**src/rtl/dm_load_unit.sv**
```systemverilog
// rtl/dm_load_unit.sv - data-memory load unit: word fetch, byte/half extraction, sign/zero extension
// Optional feature macro: DM_LOAD_MISALIGNED_SPLIT_EN (serve word-crossing loads as two reads)
module dm_load_unit #(
  parameter int DM_ADDRESS = 9,
  parameter int DATA_W     = 32
) (
  input  logic                  clk,
  input  logic                  rst_n,
  input  logic                  req_valid,
  output logic                  req_ready,
  input  logic [DM_ADDRESS-1:0] addr,
  input  logic [2:0]            funct3,
  output logic                  mem_re,
  output logic [31:0]           mem_raddr,
  input  logic [DATA_W-1:0]     mem_rdata,
  output logic                  rsp_valid,
  input  logic                  rsp_ready,
  output logic [DATA_W-1:0]     rsp_data,
  output logic                  rsp_err
);

  localparam logic [2:0] F_LB  = 3'b000;
  localparam logic [2:0] F_LH  = 3'b001;
  localparam logic [2:0] F_LW  = 3'b010;
  localparam logic [2:0] F_LBU = 3'b100;
  localparam logic [2:0] F_LHU = 3'b101;
  localparam int         WIDX_W = DM_ADDRESS - 2;

  typedef enum logic [2:0] {IDLE, ISSUE0, CAP0, CAP1, RESP} state_t;

  state_t                  state, state_nxt;
  logic [DM_ADDRESS-1:0]   addr_q;
  logic [2:0]              funct3_q;
  logic                    cross_q;
  logic [DATA_W-1:0]       word0_q;

  logic                    accept;
  logic                    is_half, is_word, f3_ok;
  logic                    misalign_reject;
  logic                    req_legal, req_cross;
  logic [WIDX_W-1:0]       widx, widx_next;
  logic [DATA_W-1:0]       lo_word, hi_word, shifted, ext_data;
  logic [2*DATA_W-1:0]     pair;

  assign req_ready = (state == IDLE);
  assign rsp_valid = (state == RESP);
  assign accept    = req_valid && req_ready;

  assign is_half = (funct3 == F_LH) || (funct3 == F_LHU);
  assign is_word = (funct3 == F_LW);
  assign f3_ok   = is_half || is_word || (funct3 == F_LB) || (funct3 == F_LBU);

`ifdef DM_LOAD_MISALIGNED_SPLIT_EN
  assign misalign_reject = 1'b0;
`else
  // Without split support any access not contained in one naturally aligned unit is refused
  assign misalign_reject = (is_half && addr[0]) || (is_word && (addr[1:0] != 2'b00));
`endif

  assign req_legal = f3_ok && !misalign_reject;
  // Crossing only ever becomes true for accepted requests when split support is present,
  // because the refused misaligned cases are a superset of the crossing ones
  assign req_cross = (is_half && (addr[1:0] == 2'b11)) || (is_word && (addr[1:0] != 2'b00));

  assign widx      = addr_q[DM_ADDRESS-1:2];
  assign widx_next = widx + WIDX_W'(1);

  // Low word comes straight off the memory in CAP0; in CAP1 it is the saved first word
  assign lo_word = (state == CAP1) ? word0_q   : mem_rdata;
  assign hi_word = (state == CAP1) ? mem_rdata : '0;
  assign pair    = {hi_word, lo_word};
  assign shifted = DATA_W'(pair >> {addr_q[1:0], 3'b000});

  // Width extension of the extracted bytes according to the load type
  always_comb begin
    ext_data = shifted;
    case (funct3_q)
      F_LB:    ext_data = {{(DATA_W-8){shifted[7]}}, shifted[7:0]};
      F_LH:    ext_data = {{(DATA_W-16){shifted[15]}}, shifted[15:0]};
      F_LBU:   ext_data = {{(DATA_W-8){1'b0}}, shifted[7:0]};
      F_LHU:   ext_data = {{(DATA_W-16){1'b0}}, shifted[15:0]};
      default: ext_data = shifted;
    endcase
  end

  // State register
  always_ff @(posedge clk or negedge rst_n) begin
    if (!rst_n) state <= IDLE;
    else        state <= state_nxt;
  end

  // Next-state and memory read strobe/address
  always_comb begin
    state_nxt = state;
    mem_re    = 1'b0;
    mem_raddr = '0;
    case (state)
      IDLE: begin
        if (accept) state_nxt = req_legal ? ISSUE0 : RESP;
      end
      ISSUE0: begin
        mem_re    = 1'b1;
        mem_raddr = 32'({widx, 2'b00});
        state_nxt = CAP0;
      end
      CAP0: begin
        if (cross_q) begin
          mem_re    = 1'b1;
          mem_raddr = 32'({widx_next, 2'b00});
          state_nxt = CAP1;
        end else begin
          state_nxt = RESP;
        end
      end
      CAP1:    state_nxt = RESP;
      RESP:    if (rsp_ready) state_nxt = IDLE;
      default: state_nxt = IDLE;
    endcase
  end

  // Request capture, word capture and result registers
  always_ff @(posedge clk or negedge rst_n) begin
    if (!rst_n) begin
      addr_q   <= '0;
      funct3_q <= '0;
      cross_q  <= 1'b0;
      word0_q  <= '0;
      rsp_data <= '0;
      rsp_err  <= 1'b0;
    end else begin
      case (state)
        IDLE: begin
          if (accept) begin
            addr_q   <= addr;
            funct3_q <= funct3;
            cross_q  <= req_cross;
            rsp_err  <= !req_legal;
            rsp_data <= '0;
          end
        end
        CAP0: begin
          word0_q <= mem_rdata;
          if (!cross_q) rsp_data <= ext_data;
        end
        CAP1:    rsp_data <= ext_data;
        default: ;
      endcase
    end
  end

endmodule

```
**config.mk**
```make
export PLATFORM = sky130hd
export DESIGN_NAME = dm_load_unit
export DESIGN_NICKNAME = d
export VERILOG_FILES = /design/src/rtl/dm_load_unit.sv
export SDC_FILE = /design/constraint.sdc
export NUM_CORES = 1
export LEC_CHECK = 0
export ABC_AREA = 1
export BUFFER_PORTS_ARGS = -buffer_cell sky130_fd_sc_hd__buf_2
export CAP_MARGIN = 30
export CORE_ASPECT_RATIO = 0.7
export CORE_UTILIZATION = 30
export DETAILED_ROUTE_END_ITERATION = 10
export PLACE_DENSITY = 0.61
export SETUP_SLACK_MARGIN = 0.02
export SYNTH_ARGS = -nofsm -noshare
export SYNTH_HDL_FRONTEND = slang
export SYNTH_SLANG_ARGS = --single-unit
```
**constraint.sdc**
```tcl
create_clock -name clk -period 1.86 [get_ports clk]
set_input_delay 0.186 -clock clk [delete_from_list [all_inputs] [get_ports clk]]
set_output_delay 0.186 -clock clk [all_outputs]
set_load 0.01 [all_outputs]
```
After elaboration in Yosys (flattened, before gate mapping)
Index checks and enable logic that the tools add are counted.
Widths: inputs -> output; s select.
{"block": "word_totals", "register_bits": 81, "input_bits": 48, "out_inout_bits": 68, "wordCells": 60}
{"block": "op_classes", "addsub": 1, "n_eq_ne": 15, "shift": 1, "muxes": 15, "n_reduce_logical": 21}
{"op": "$mux 32", "count": 4}
{"op": "$pmux 32 s4", "count": 1}
{"op": "$pmux 32 s3", "count": 1}
{"op": "$shr 64x5->32", "count": 1}
{"op": "$pmux 9 s2", "count": 1}
{"op": "$eq 3x3->1 const B", "count": 5}
{"op": "$pmux 3 s5", "count": 1}
{"op": "$mux 3", "count": 4}
{"op": "$eq 3x1->1 const B", "count": 3}
{"op": "$eq 3x2->1 const B", "count": 3}
{"op": "$logic_not 3->1", "count": 3}
{"op": "$mux 9", "count": 1}
{"op": "$add 7x1->7 const B", "count": 1}
{"op": "$logic_or 1x1->1", "count": 6}
{"op": "$logic_and 1x1->1", "count": 5}
{"op": "$ne 2x1->1 const B", "count": 2}
{"op": "$reduce_and 2->1", "count": 2}
{"op": "$reduce_and 3->1", "count": 1}
{"op": "$reduce_bool 3->1", "count": 1}
{"op": "$eq 2x2->1 const B", "count": 1}
{"op": "$logic_not 1->1", "count": 2}
{"op": "$ne 2x2->1 const B", "count": 1}
{"op": "$pmux 1 s2", "count": 1}
{"op": "$reduce_bool 2->1", "count": 1}
{"op": "$mux 1", "count": 1}

Logic depth before layout (Yosys ltp)
Gate-level depths: netlist of the first run.
{"block": "depth", "depth_word": 9, "mapped_depth": 13, "ltp_nobuf": 11}

Least setup slack after synthesis of the first run
No wires, ideal clock.
{"block": "synth_timing", "path_type": "register to register", "start": "register state[0]", "end": "register rsp_data[22]", "setup_time_ns": 0.116, "arrival_time_ns": 1.511, "t_required_ns": 1.744, "slack_ns": 0.232, "path_stages_with_launch": 12, "path_buffers": 2, "synth_period_minus_slack_ns": 1.628, "path_cell_list": "dfrtp_1 -> buf_2 -> nand2_2 -> nor2_4 -> nand2_2 -> nand3_1 -> nand3_1 -> nand3_2 -> nand3_4 -> buf_6 -> nand2_1 -> nand2_1"}
{"block": "synth_between", "elab_chain_cells": 6, "word_cells_on_any_way": 14, "cone_classes": "eq/ne: 4; shift: 1; mux: 5; reduce/logical: 4"}
{"element": "start: declaration", "line": "31", "source": "state_t state, state_nxt;"}
{"element": "start signal: assignment", "line": "89", "source": "else state <= state_nxt;"}
{"element": "$eq 3x2->1", "line": "69, 70, 131"}
{"element": "$mux 32 (on tied branches)", "line": "69, 70"}
{"element": "$shr 64x5->32", "line": "72", "source": "assign shifted = DATA_W'(pair >> {addr_q[1:0], 3'b000});"}
{"element": "$pmux 32 s4", "line": "77", "source": "case (funct3_q)"}
{"element": "$mux 32", "line": "143", "source": "if (!cross_q) rsp_data <= ext_data;"}
{"element": "$pmux 32 s3", "line": "131", "source": "case (state)"}
{"element": "end signal: assignment", "line": "143"}
{"element": "end signal: assignment", "line": "145", "source": "CAP1: rsp_data <= ext_data;"}
{"element": "end: declaration", "line": "18", "source": "output logic [DATA_W-1:0] rsp_data,"}
Several ways; a longest one is shown, not always the timed one. The select of a mux whose other input is x is not followed.
A chain may end at the register's enable or synchronous reset.

Worst setup path after layout of the first run
{"block": "layout_timing", "start": "register addr_q[3]", "end": "output mem_raddr[8]"}
{"block": "layout_between", "elab_chain_cells": 3}
{"element": "start: declaration", "line": "32", "source": "logic [DM_ADDRESS-1:0] addr_q;"}
{"element": "start signal: assignment", "line": "134", "source": "addr_q <= addr;"}
{"element": "$add 7x1->7", "line": "66", "source": "assign widx_next = widx + WIDX_W'(1);"}
{"element": "$mux 9", "line": "107", "source": "if (cross_q) begin"}
{"element": "$pmux 9 s2", "line": "97", "source": "case (state)"}
{"element": "end: declaration", "line": "14", "source": "output logic [31:0] mem_raddr,"}
Every way passes these cells.

==> results of run 1 <==
==> area by class of cell <==
type | count | area, sq um | share of cell area (%)
well taps | 200 | 250.2 | 4.194
clock buffers | 10 | 229.0 | 3.837
clock inverters | 6 | 35.03 | 0.5871
multi-input cells | 527 | 2426 | 40.66
inverters | 58 | 217.7 | 3.649
repair buffers | 123 | 777.0 | 13.02
flip-flops and latches | 81 | 2032 | 34.05
==> state kept, by name (all words and copies together) (netlist names) <==
signal and cells:
cross_q 1, rsp_err 1, addr_q 9, rsp_data 32
word0_q 32, funct3_q 3, state 3
==> layer usage <==
| metal | wire [um] | GRT usage, % | part of all wire, % |
|---|---|---|---|
| met1 | 7104 | 25.75 | 50 |
| met3 | 980 | 3.617 | 6.9 |
| met5 | 0 | 0 | 0 |
| met4 | 104 | 3.678 | 0.73 |
| met2 | 6054 | 27.47 | 43 |
==> how the worst min path moves through the flow <==
stage	from	to	slack, ns
finish	addr[4]	addr_q[4]	0.03
floorplan	rst_n	addr_q[0]	-0.11
global placement	rst_n	word0_q[24]	0.1
detailed placement	rst_n	word0_q[24]	0.10
CTS	addr[2]	addr_q[2]	0.03
global route	addr[3]	addr_q[3]	0.05
==> per-stage QoR <==
step | util (%) | power [mW] | TNS, ns
after CTS | 37.42 | 8.917 | 0
final | 38.03 | 8.978 | 0
after global placement | 35.61 | 7.209 | 0
after floorplan | - | 5.787 | 0
after global routing | 38.03 | 9.808 | -0.02656
after detailed placement | 35.61 | 7.218 | 0
==> critical path: stages (launching register included) <==
cell and delay, ns:
sky130_fd_sc_hd__dfrtp_1 0.39, sky130_fd_sc_hd__ha_2 0.21, sky130_fd_sc_hd__nand3_2 0.08, sky130_fd_sc_hd__nor2_1 0.10, sky130_fd_sc_hd__nand2_1 0.07, sky130_fd_sc_hd__xor2_1 0.14, sky130_fd_sc_hd__o21ai_1 0.11, sky130_fd_sc_hd__buf_2 0.14
==> kinds of logic after synthesis <==
logic type	count (synthesis)	share of synthesized area, %
simple gates	325	27.17
fa+ha+maj	1	0.2563
flops	81	41.53
buf+inv	123	11.87
other cells	1	0.07683
compound gates	172	18.38
xor+xnor	4	0.7179
==> placed cells by master, fill, tap and decap left out, types with 2 or more instances in the layout <==
master,n
sky130_fd_sc_hd__o21ai_2,6
sky130_fd_sc_hd__clkinv_2,4
sky130_fd_sc_hd__buf_12,5
sky130_fd_sc_hd__nand3_1,26
sky130_fd_sc_hd__dfrtp_2,4
sky130_fd_sc_hd__dfrtp_1,77
sky130_fd_sc_hd__nand2_1,248
sky130_fd_sc_hd__xor2_1,3
sky130_fd_sc_hd__nand2_2,6
sky130_fd_sc_hd__o221ai_1,7
sky130_fd_sc_hd__o21ai_0,99
sky130_fd_sc_hd__nor2_2,4
sky130_fd_sc_hd__inv_1,53
sky130_fd_sc_hd__nand4_1,2
sky130_fd_sc_hd__inv_2,4
sky130_fd_sc_hd__conb_1,25
sky130_fd_sc_hd__nor3_1,2
sky130_fd_sc_hd__a21oi_1,36
sky130_fd_sc_hd__buf_2,89
sky130_fd_sc_hd__nand3_2,8
sky130_fd_sc_hd__nor2_1,26
sky130_fd_sc_hd__o21ai_1,19
sky130_fd_sc_hd__clkinvlp_4,2
sky130_fd_sc_hd__o22ai_1,2
sky130_fd_sc_hd__buf_4,26
sky130_fd_sc_hd__clkbuf_16,9
==> where the power goes <==
part,internal (mW),switching (mW),total [mW]
registers,2.58,0.456,3.04
clock network,0.895,0.739,1.63
logic,1.55,2.75,4.30
total,5.03,3.95,8.98
==> what timing repair did <==
item,4_1_cts,5_1_grt
hold buffers,1,0
endpoints found under the hold margin,18,0
buffers inserted,1,3
resized for setup,2,28
pin swaps,0,5
endpoints found under the setup margin,5,32
cloned,0,0
==> results.py, run 1 <==
metrics = {
    "status": {
        "outcome": "complete, no violations",
    },
    "synthesis": {
        "synth-main-ff-cell": "sky130_fd_sc_hd__dfrtp_1",
        "yosys.area.top_type": "sky130_fd_sc_hd__dfrtp_1",
        "syn-mean-instance-area_sq_um": 6.904,
        "yosys.cell_count.top_type": "sky130_fd_sc_hd__nand2_1",
        "synth.area.top_cells": "sky130_fd_sc_hd__dfrtp_1, sky130_fd_sc_hd__nand2_1, sky130_fd_sc_hd__o21ai_0",
        "synth-edff-count": 0,
        "most_frequent_cells_after_synthesis": "sky130_fd_sc_hd__nand2_1, sky130_fd_sc_hd__o21ai_0, sky130_fd_sc_hd__dfrtp_1, sky130_fd_sc_hd__inv_1, sky130_fd_sc_hd__a21oi_1",
        "synth-seq-cells": 81,
        "post_synth_inst_count": 707,
        "synth.yosys.seq_area_share_pct": 41.53,
        "synth_area_sq_mm": 0.004881,
        "netlist.area_leader.share_pct": 41.53,
        "yosys.cell_types.count": 31,
        "ys_warn_count": 0,
        "synth_async_sr_flop_share_pct": 100.0,
    },
    "worst_hold_path": {
        "hold_depth": 3,
        "min_path_type": "in -> reg",
    },
    "drt": {
        "drt_pass1_iterations": 5,
        "drc": 0,
        "num_vias": 4768,
        "avg_wl_per_cell_um": 14.17,
        "drt_iter0_drc": 372,
        "vias_per_cell": 4.744,
        "antenna_left": 0,
        "postRouteWirelength_um": 14240,
    },
    "sta": {
        "worst_clock_skew_ns": 0.01153,
        "final_hold_viol_count": 0,
        "final.setup.worst_slack_ns": 0.08436,
        "fin_hold_ws_ns": 0.03163,
        "rsz0062_at_grt": "true",
        "max_clock_freq_ghz": 0.5632,
        "finalCriticalPeriod_ns": 1.776,
        "setup-violations-final": 0,
        "finalCritPeriodShare_pct": 95.46,
        "fin_max_slew_vios": 0,
    },
    "clock_network": {
        "cts.clk_slew.worst_paths_ns": 0.07,
        "ctsRootBufferMaster": "sky130_fd_sc_hd__clkbuf_16",
        "clk_latency_ns": 0.35,
        "cts.sink_count": 81,
        "max-clock-path-buffers": 2,
        "cts_max_level": 3,
        "tritoncts": "done",
        "cts_made_buffers": 9,
    },
    "floorplanning": {
        "die_height_um": 108.7,
        "initial_core_util_pct": 31.11,
        "rows": 38,
        "die_w_um": 154.5,
        "io_pins": 116,
        "core_region_area_sq_mm": 0.01569,
        "dieArea_sq_mm": 0.01679,
    },
    "setup_path": {
        "path_class": "reg -> out",
        "crit_path_start_kind": "register",
        "timing.critical_path.to_type": "output pin",
        "critical_path.endpoint": "mem_raddr[8]",
        "worstPathMaxFanout": 4,
        "crit_start": "addr_q[3]",
        "timing.reg2reg.setup_slack_ns": 0.15,
        "arrival_ns": 1.59,
        "worst-endpoint-required_ns": 1.67,
        "worst_r2r_endpoint": "rsp_data[9]",
        "rr_startpoint": "state[2]",
        "reg2regPathDepth": 10,
    },
    "cells_and_area": {
        "finalNonFillerCells": 1005,
        "stdcell_area_sq_mm": 0.005967,
        "antenna_cells": 0,
        "post_route_cells_drive_above_1_share_pct": 21.49,
        "area_growth_syn_to_layout_pct": 22.25,
        "layout.nets": 849,
        "filler_cell_count": 1693,
    },
    "place": {
        "setup_slack_at_placement_ns": 0.08278,
        "placed_cells_incl_taps": 984,
        "place.gp.congestion": 0.8890,
        "placed_area_sq_mm": 0.005587,
        "dp_hpwl_um": 10590,
        "placement.io_buffers": 90,
    },
    "grt": {
        "grt_usage_pct": 17.83,
        "first_global_vias": 4474,
        "grt_start_max_net_pins": 51,
        "global_route.overflow_total": 0,
        "antenna_found_initial": 0,
        "global_route_wire_length_before_repair_um": 23240,
    },
    "job": {
        "maximum_capacitance_violations": 0,
    },
    "power_and_ir_drop": {
        "power_leakage_nw": 3.234,
        "vdd_ir_drop_max_mv": 0.8027,
        "power-per-cell-area_mw_per_mm2": 1505,
    },
}
(Power assumes the default switching activity.)
==> inputs of run 2 (changes only) <==
--- a/config.mk
+++ b/config.mk
@@ -11,7 +11,7 @@
 export CORE_ASPECT_RATIO = 0.7
 export CORE_UTILIZATION = 30
 export DETAILED_ROUTE_END_ITERATION = 10
-export PLACE_DENSITY = 0.61
+export PLACE_DENSITY = 0.56
 export SETUP_SLACK_MARGIN = 0.02
 export SYNTH_ARGS = -nofsm -noshare
 export SYNTH_HDL_FRONTEND = slang
==> results.py, run 2 (synthesis gave the netlist of run 1 again) <==
metrics = {
    "drt": {
        "drt_pass1_iterations": 6,
        "drc": 0,
        "vias_per_cell": 4.805,
        "num_vias": 4863,
        "avg_wl_per_cell_um": 14.55,
        "drt_iter0_drc": 400,
        "antenna_left": 0,
        "postRouteWirelength_um": 14720,
    },
    "floorplanning": {
        "io_pins": 116,
        "rows": 38,
        "core_region_area_sq_mm": 0.01569,
        "die_w_um": 154.5,
        "dieArea_sq_mm": 0.01679,
        "initial_core_util_pct": 31.11,
        "die_height_um": 108.7,
    },
    "grt": {
        "first_global_vias": 4368,
        "antenna_found_initial": 0,
        "global_route.overflow_total": 0,
        "grt_usage_pct": 18.14,
        "global_route_wire_length_before_repair_um": 23410,
        "grt_start_max_net_pins": 45,
    },
    "sta": {
        "setup_tns_ns": 0,
        "rsz0062_at_grt": "true",
        "finalCriticalPeriod_ns": 1.781,
        "setup-violations-final": 0,
        "max_clock_freq_ghz": 0.5615,
        "maxSlewHeadroom_pct": 64.06,
        "final_hold_viol_count": 0,
        "fin_hold_ws_ns": 0.03611,
        "tightestPinTransition_ns": 0.5371,
        "fin_max_slew_vios": 0,
        "finalCritPeriodShare_pct": 95.75,
        "worst_clock_skew_ns": 0.009347,
    },
    "cells_and_area": {
        "mostFrequentLayoutCell": "sky130_fd_sc_hd__nand2_1",
        "post_route_cells_drive_above_1_share_pct": 22.41,
        "area_growth_syn_to_layout_pct": 24.94,
        "final_cell_mix": "sky130_fd_sc_hd__nand2_1, sky130_fd_sc_hd__o21ai_0, sky130_fd_sc_hd__buf_2",
        "largestRegisters": "rsp_data: 32 flops, word0_q: 32 flops, addr_q: 9 flops",
        "layout.nets": 856,
        "stdcell_area_sq_mm": 0.006098,
        "antenna_cells": 0,
        "finalNonFillerCells": 1012,
    },
    "clock_network": {
        "ctsRootBufferMaster": "sky130_fd_sc_hd__clkbuf_16",
        "cts_made_buffers": 9,
        "clk_latency_ns": 0.35,
        "cts.sink_count": 81,
        "cts.clk_slew.worst_paths_ns": 0.06,
        "max-clock-path-buffers": 2,
        "tritoncts": "done",
        "cts_max_level": 3,
    },
    "setup_path": {
        "crit_path_start_kind": "register",
        "critical-path-slowest-cell": "sky130_fd_sc_hd__dfrtp_2",
        "timing.critical_path.to_type": "output pin",
        "crit_start": "state[0]",
        "worst_r2r_endpoint": "rsp_data[0]",
        "path_class": "reg -> out",
        "ordered_cell_list_for_the_critical_path": "buf_4, nor2_2, nand2_2, inv_2, buf_4, nand2_1, o22ai_1, buf_2",
        "worstPathMaxFanout": 4,
        "critical_path.endpoint": "mem_raddr[5]",
        "rr_startpoint": "state[2]",
        "worst-endpoint-required_ns": 1.67,
        "arrival_ns": 1.59,
        "critical_path_max_stage_delay_ns": 0.44,
        "timing.reg2reg.setup_slack_ns": 0.09,
        "critical_path.most_common_cell": "sky130_fd_sc_hd__buf_4",
        "reg2regPathDepth": 7,
    },
    "power_and_ir_drop": {
        "finalPower_mw": 9.325,
        "vdd_ir_drop_max_mv": 0.5769,
        "power-per-cell-area_mw_per_mm2": 1529,
        "power_leakage_nw": 3.294,
    },
    "place": {
        "placed_cells_incl_taps": 988,
        "placed_area_sq_mm": 0.005617,
        "dp_hpwl_um": 10810,
        "placement.io_buffers": 90,
        "place.gp.congestion": 0.8651,
    },
    "status": {
        "outcome": "complete, no violations",
    },
    "job": {
        "maximum_capacitance_violations": 0,
    },
    "worst_hold_path": {
        "min_path_type": "in -> reg",
    },
}
-- run 2: cell types whose count changed in the layout (fill, tap and decap cells not counted), sizes merged --
cell,change
buf,+6
nand3,+1
clkbuf,+1
clkinv,-2
bufinv,+1
-- run 2: layout make-up --
cell class	count	area [sq um]
clock buffer	11	242.7
clock inverter	5	55.05
fill	1698	9592
inverter	58	217.7
multi-input combinational	528	2479
sequential	81	2032
tap	200	250.2
timing repair buffer	129	822.0
-- run 2: through the flow --
step / util, % / worst slack [ns]
after floorplan: - / 0.2325
after CTS: 38.03 / 0.002338
final: 38.87 / 0.07908
after detailed placement: 35.80 / -0.006301
after global placement: 35.80 / 0.01208
after global routing: 38.87 / -0.04604
-- run 2: worst max-delay path: cells and delay by family (launching register included) --
family | cells | cell delay, ns
AND/OR/NAND/NOR | 3 | 0.23
AO/OA/AOI/OAI | 1 | 0.10
buffers and inverters | 4 | 0.48
flip-flops | 1 | 0.44
-- run 2: metal layers --
metal / GRT usage, % / up-vias / wire [um]
li1: - / 2428 / -
met1: 26.16 / 2261 / 7382
met2: 27.80 / 164 / 6354
met3: 3.617 / 10 / 869
met4: 4.243 / 0 / 114
met5: 0 / - / 0
-- run 2: how the worst min path moves through the flow --
stage	from	endpoint	slack [ns]	depth (start not counted)
final	addr[2]	addr_q[2]	0.04	3
after global routing	addr[2]	addr_q[2]	0.04	3
after CTS	addr[2]	addr_q[2]	0.03	3
after detailed placement	rst_n	word0_q[10]	0.09	1
after global placement	rst_n	word0_q[2]	0.09	1
after floorplan	rst_n	addr_q[0]	-0.11	0
-- run 2: what timing repair did --
| item | in CTS | in global routing |
|---|---|---|
| buffers inserted | 2 | 4 |
| gates resized for setup | 9 | 28 |
| hold buffers | 1 | 0 |
| endpoints found under the setup margin | 14 | 37 |
| cloned | 0 | 1 |
| pin swaps | 2 | 4 |
| hold endpoints to repair | 15 | 0 |
-- run 2: power breakdown --
part           total (mW)  internal [mW]  leakage, nW  switching, mW
registers            3.10           2.58         1.03          0.511
logic                4.42           1.62         2.12           2.81
clock network        1.81           1.07        0.142          0.734
==> inputs of run 3 (changes only) <==
--- a/config.mk
+++ b/config.mk
@@ -6,13 +6,12 @@
 export NUM_CORES = 1
 export LEC_CHECK = 0
 export ABC_AREA = 1
-export BUFFER_PORTS_ARGS = -buffer_cell sky130_fd_sc_hd__buf_2
+export BUFFER_PORTS_ARGS = -buffer_cell sky130_fd_sc_hd__buf_4
 export CAP_MARGIN = 30
 export CORE_ASPECT_RATIO = 0.7
 export CORE_UTILIZATION = 30
 export DETAILED_ROUTE_END_ITERATION = 10
 export PLACE_DENSITY = 0.56
-export SETUP_SLACK_MARGIN = 0.02
 export SYNTH_ARGS = -nofsm -noshare
 export SYNTH_HDL_FRONTEND = slang
 export SYNTH_SLANG_ARGS = --single-unit
==> results.py, run 3 (synthesis gave the netlist of run 1 again) <==
metrics = {
    "setup_path": {
        "arrival_ns": 1.69,
        "worst_path_dominant_cell_family": "buffers and inverters",
        "path_class": "reg -> out",
        "worst-endpoint-required_ns": 1.67,
        "worstPathMaxFanout": 8,
        "rr_startpoint": "state[1]",
        "reg2regPathDepth": 12,
        "crit_path_start_kind": "register",
        "critical_path_max_stage_delay_ns": 0.41,
        "crit_start": "state[0]",
        "worst_r2r_endpoint": "rsp_data[18]",
        "ordered_cell_list_for_the_critical_path": "buf_4, nor2_2, nand2_2, inv_2, buf_4, nor2_1, a21oi_1, buf_4",
        "critical_path.most_common_cell": "sky130_fd_sc_hd__buf_4",
        "timing.reg2reg.setup_slack_ns": 0.12,
        "critical-path-slowest-cell": "sky130_fd_sc_hd__dfrtp_1",
        "crit_buf_inv": 4,
        "timing.critical_path.to_type": "output pin",
    },
    "sta": {
        "rsz0062_at_grt": "true",
        "setup-violations-final": 2,
        "worst_clock_skew_ns": 0.008385,
        "finalCritPeriodShare_pct": 100.7,
        "final.setup.worst_slack_ns": -0.01332,
        "finalCriticalPeriod_ns": 1.873,
        "final_hold_viol_count": 0,
        "max_clock_freq_ghz": 0.5338,
        "setup_tns_ns": -0.02484,
        "fin_max_slew_vios": 0,
        "maxSlewHeadroom_pct": 66.06,
        "tightestPinTransition_ns": 0.5092,
    },
    "place": {
        "place.gp.congestion": 0.8610,
        "dp_hpwl_um": 11000,
        "setup_slack_at_placement_ns": -0.0006949,
        "placement.io_buffers": 90,
    },
    "power_and_ir_drop": {
        "power-per-cell-area_mw_per_mm2": 1508,
        "comb_power_share_pct": 48.7,
        "p_sw_mw": 4.149,
        "sw_frac_of_total_pct": 43.82,
        "pwr-share-seq_pct": 32.6,
        "pwr-share-clk_pct": 18.6,
        "power_leakage_nw": 3.325,
        "vdd_ir_drop_max_mv": 0.5717,
        "power.internal_mw": 5.320,
    },
    "floorplanning": {
        "die_w_um": 154.5,
        "rows": 38,
        "core_region_area_sq_mm": 0.01569,
        "io_pins": 116,
        "die_height_um": 108.7,
        "dieArea_sq_mm": 0.01679,
        "initial_core_util_pct": 31.11,
    },
    "cells_and_area": {
        "mostFrequentLayoutCell": "sky130_fd_sc_hd__nand2_1",
        "area_growth_syn_to_layout_pct": 28.63,
        "layout.nets": 855,
        "largestRegisters": "rsp_data: 32 flops, word0_q: 32 flops, addr_q: 9 flops",
        "antenna_cells": 0,
        "filler_cell_count": 1694,
        "final_core_util_pct": 40.02,
        "post_route_cells_drive_above_1_share_pct": 21.33,
        "final_cell_mix": "sky130_fd_sc_hd__nand2_1, sky130_fd_sc_hd__buf_4, sky130_fd_sc_hd__o21ai_0",
    },
    "grt": {
        "grt_usage_pct": 18.65,
        "antenna_found_initial": 0,
        "global_route_wire_length_before_repair_um": 24090,
        "grt_start_max_net_pins": 53,
        "global_route.overflow_total": 0,
        "first_global_vias": 4509,
    },
    "clock_network": {
        "tritoncts": "done",
        "cts_max_level": 3,
        "max-clock-path-buffers": 2,
        "clk_latency_ns": 0.35,
        "cts_made_buffers": 9,
        "cts.clk_slew.worst_paths_ns": 0.07,
        "cts.sink_count": 81,
        "ctsRootBufferMaster": "sky130_fd_sc_hd__clkbuf_16",
    },
    "drt": {
        "drt_iter0_drc": 303,
        "drt_pass1_iterations": 5,
        "num_vias": 4788,
        "avg_wl_per_cell_um": 14.86,
        "drc": 0,
        "vias_per_cell": 4.736,
        "postRouteWirelength_um": 15020,
        "antenna_left": 0,
    },
    "status": {
        "outcome": "complete, but fails checks",
        "failed_checks": "negative setup slack",
    },
    "worst_hold_path": {
        "launch_instance_of_the_worst_min_delay_path": "addr[2]",
        "min_delay_worst_endpoint": "addr_q[2]",
        "hold_depth": 3,
        "min_path_type": "in -> reg",
    },
    "job": {
        "maximum_capacitance_violations": 0,
    },
}
## run 3: layout make-up
type	instances	area (sq um)	share of cell area, %
Multi-Input combinational cell	528	2444	38.92
Sequential cell	81	2031	32.34
Timing Repair Buffer	128	1051	16.74
Tap cell	200	250.2	3.986
Clock buffer	9	225.2	3.587
Inverter	58	217.7	3.468
Clock inverter	7	60.06	0.9566
## run 3: what timing repair did
item	4_1_cts	5_1_grt
hold endpoints to repair	32	0
pin swaps	2	3
buffers inserted	2	2
gates cloned	0	1
hold buffers	1	0
setup endpoints to repair	6	31
gates resized for setup	2	19
## run 3: routing by layer
layer / global-route usage, % / vias up / wire length, um
li1: - / 2426 / -
met1: 25.89 / 2223 / 7376
met2: 29.93 / 126 / 6712
met3: 3.975 / 13 / 820
met4: 3.890 / 0 / 114
met5: 0 / - / 0
## run 3: metrics by stage
step | instance area [sq um] | std cells | power (mW) | hold slack, ns
5_1_grt | 6279 | 1011 | 10.28 | 0.03133
3_5_place_dp | 5859 | 989 | 7.558 | 0.1952
4_1_cts | 6185 | 1008 | 9.371 | 0.02020
2_1_floorplan | 4971 | 731 | 5.787 | -0.1096
6_report | 6279 | 1011 | 9.469 | 0.03006
3_3_place_gp | 5859 | 989 | 7.551 | 0.1925
## run 3: power groups by stage
stage | Sequential, mW | Combinational [mW] | Clock [mW]
finish | 3.09 | 4.61 | 1.77
global route | 3.19 | 5.21 | 1.88
CTS | 3.07 | 4.49 | 1.81
detailed placement | 3.09 | 4.47 | 0
global placement | 3.10 | 4.45 | 0
floorplan | 3.12 | 2.67 | 0
## run 3: worst max path at each step
stage	end	slack, ns	cells after the start
2_1_floorplan	rsp_data[22]	0.23	11
3_3_place_gp	rsp_data[28]	0.02	9
3_5_place_dp	rsp_data[28]	-0.0007	9
4_1_cts	mem_raddr[2]	-0.04	6
5_1_grt	mem_raddr[8]	-0.16	7
6_report	mem_raddr[2]	-0.01	8
## run 3: worst reg2reg max path, stage by stage (launching register included)
cell,delay [ns]
sky130_fd_sc_hd__dfrtp_2,0.44
sky130_fd_sc_hd__nand2_2,0.08
sky130_fd_sc_hd__nor2_4,0.13
sky130_fd_sc_hd__buf_12,0.14
sky130_fd_sc_hd__buf_4,0.17
sky130_fd_sc_hd__nand2_1,0.06
sky130_fd_sc_hd__o21ai_1,0.13
sky130_fd_sc_hd__nand2_1,0.07
sky130_fd_sc_hd__o21ai_1,0.12
sky130_fd_sc_hd__nand2_1,0.09
sky130_fd_sc_hd__a21oi_1,0.14
sky130_fd_sc_hd__nand2_1,0.06
sky130_fd_sc_hd__nand2_1,0.05
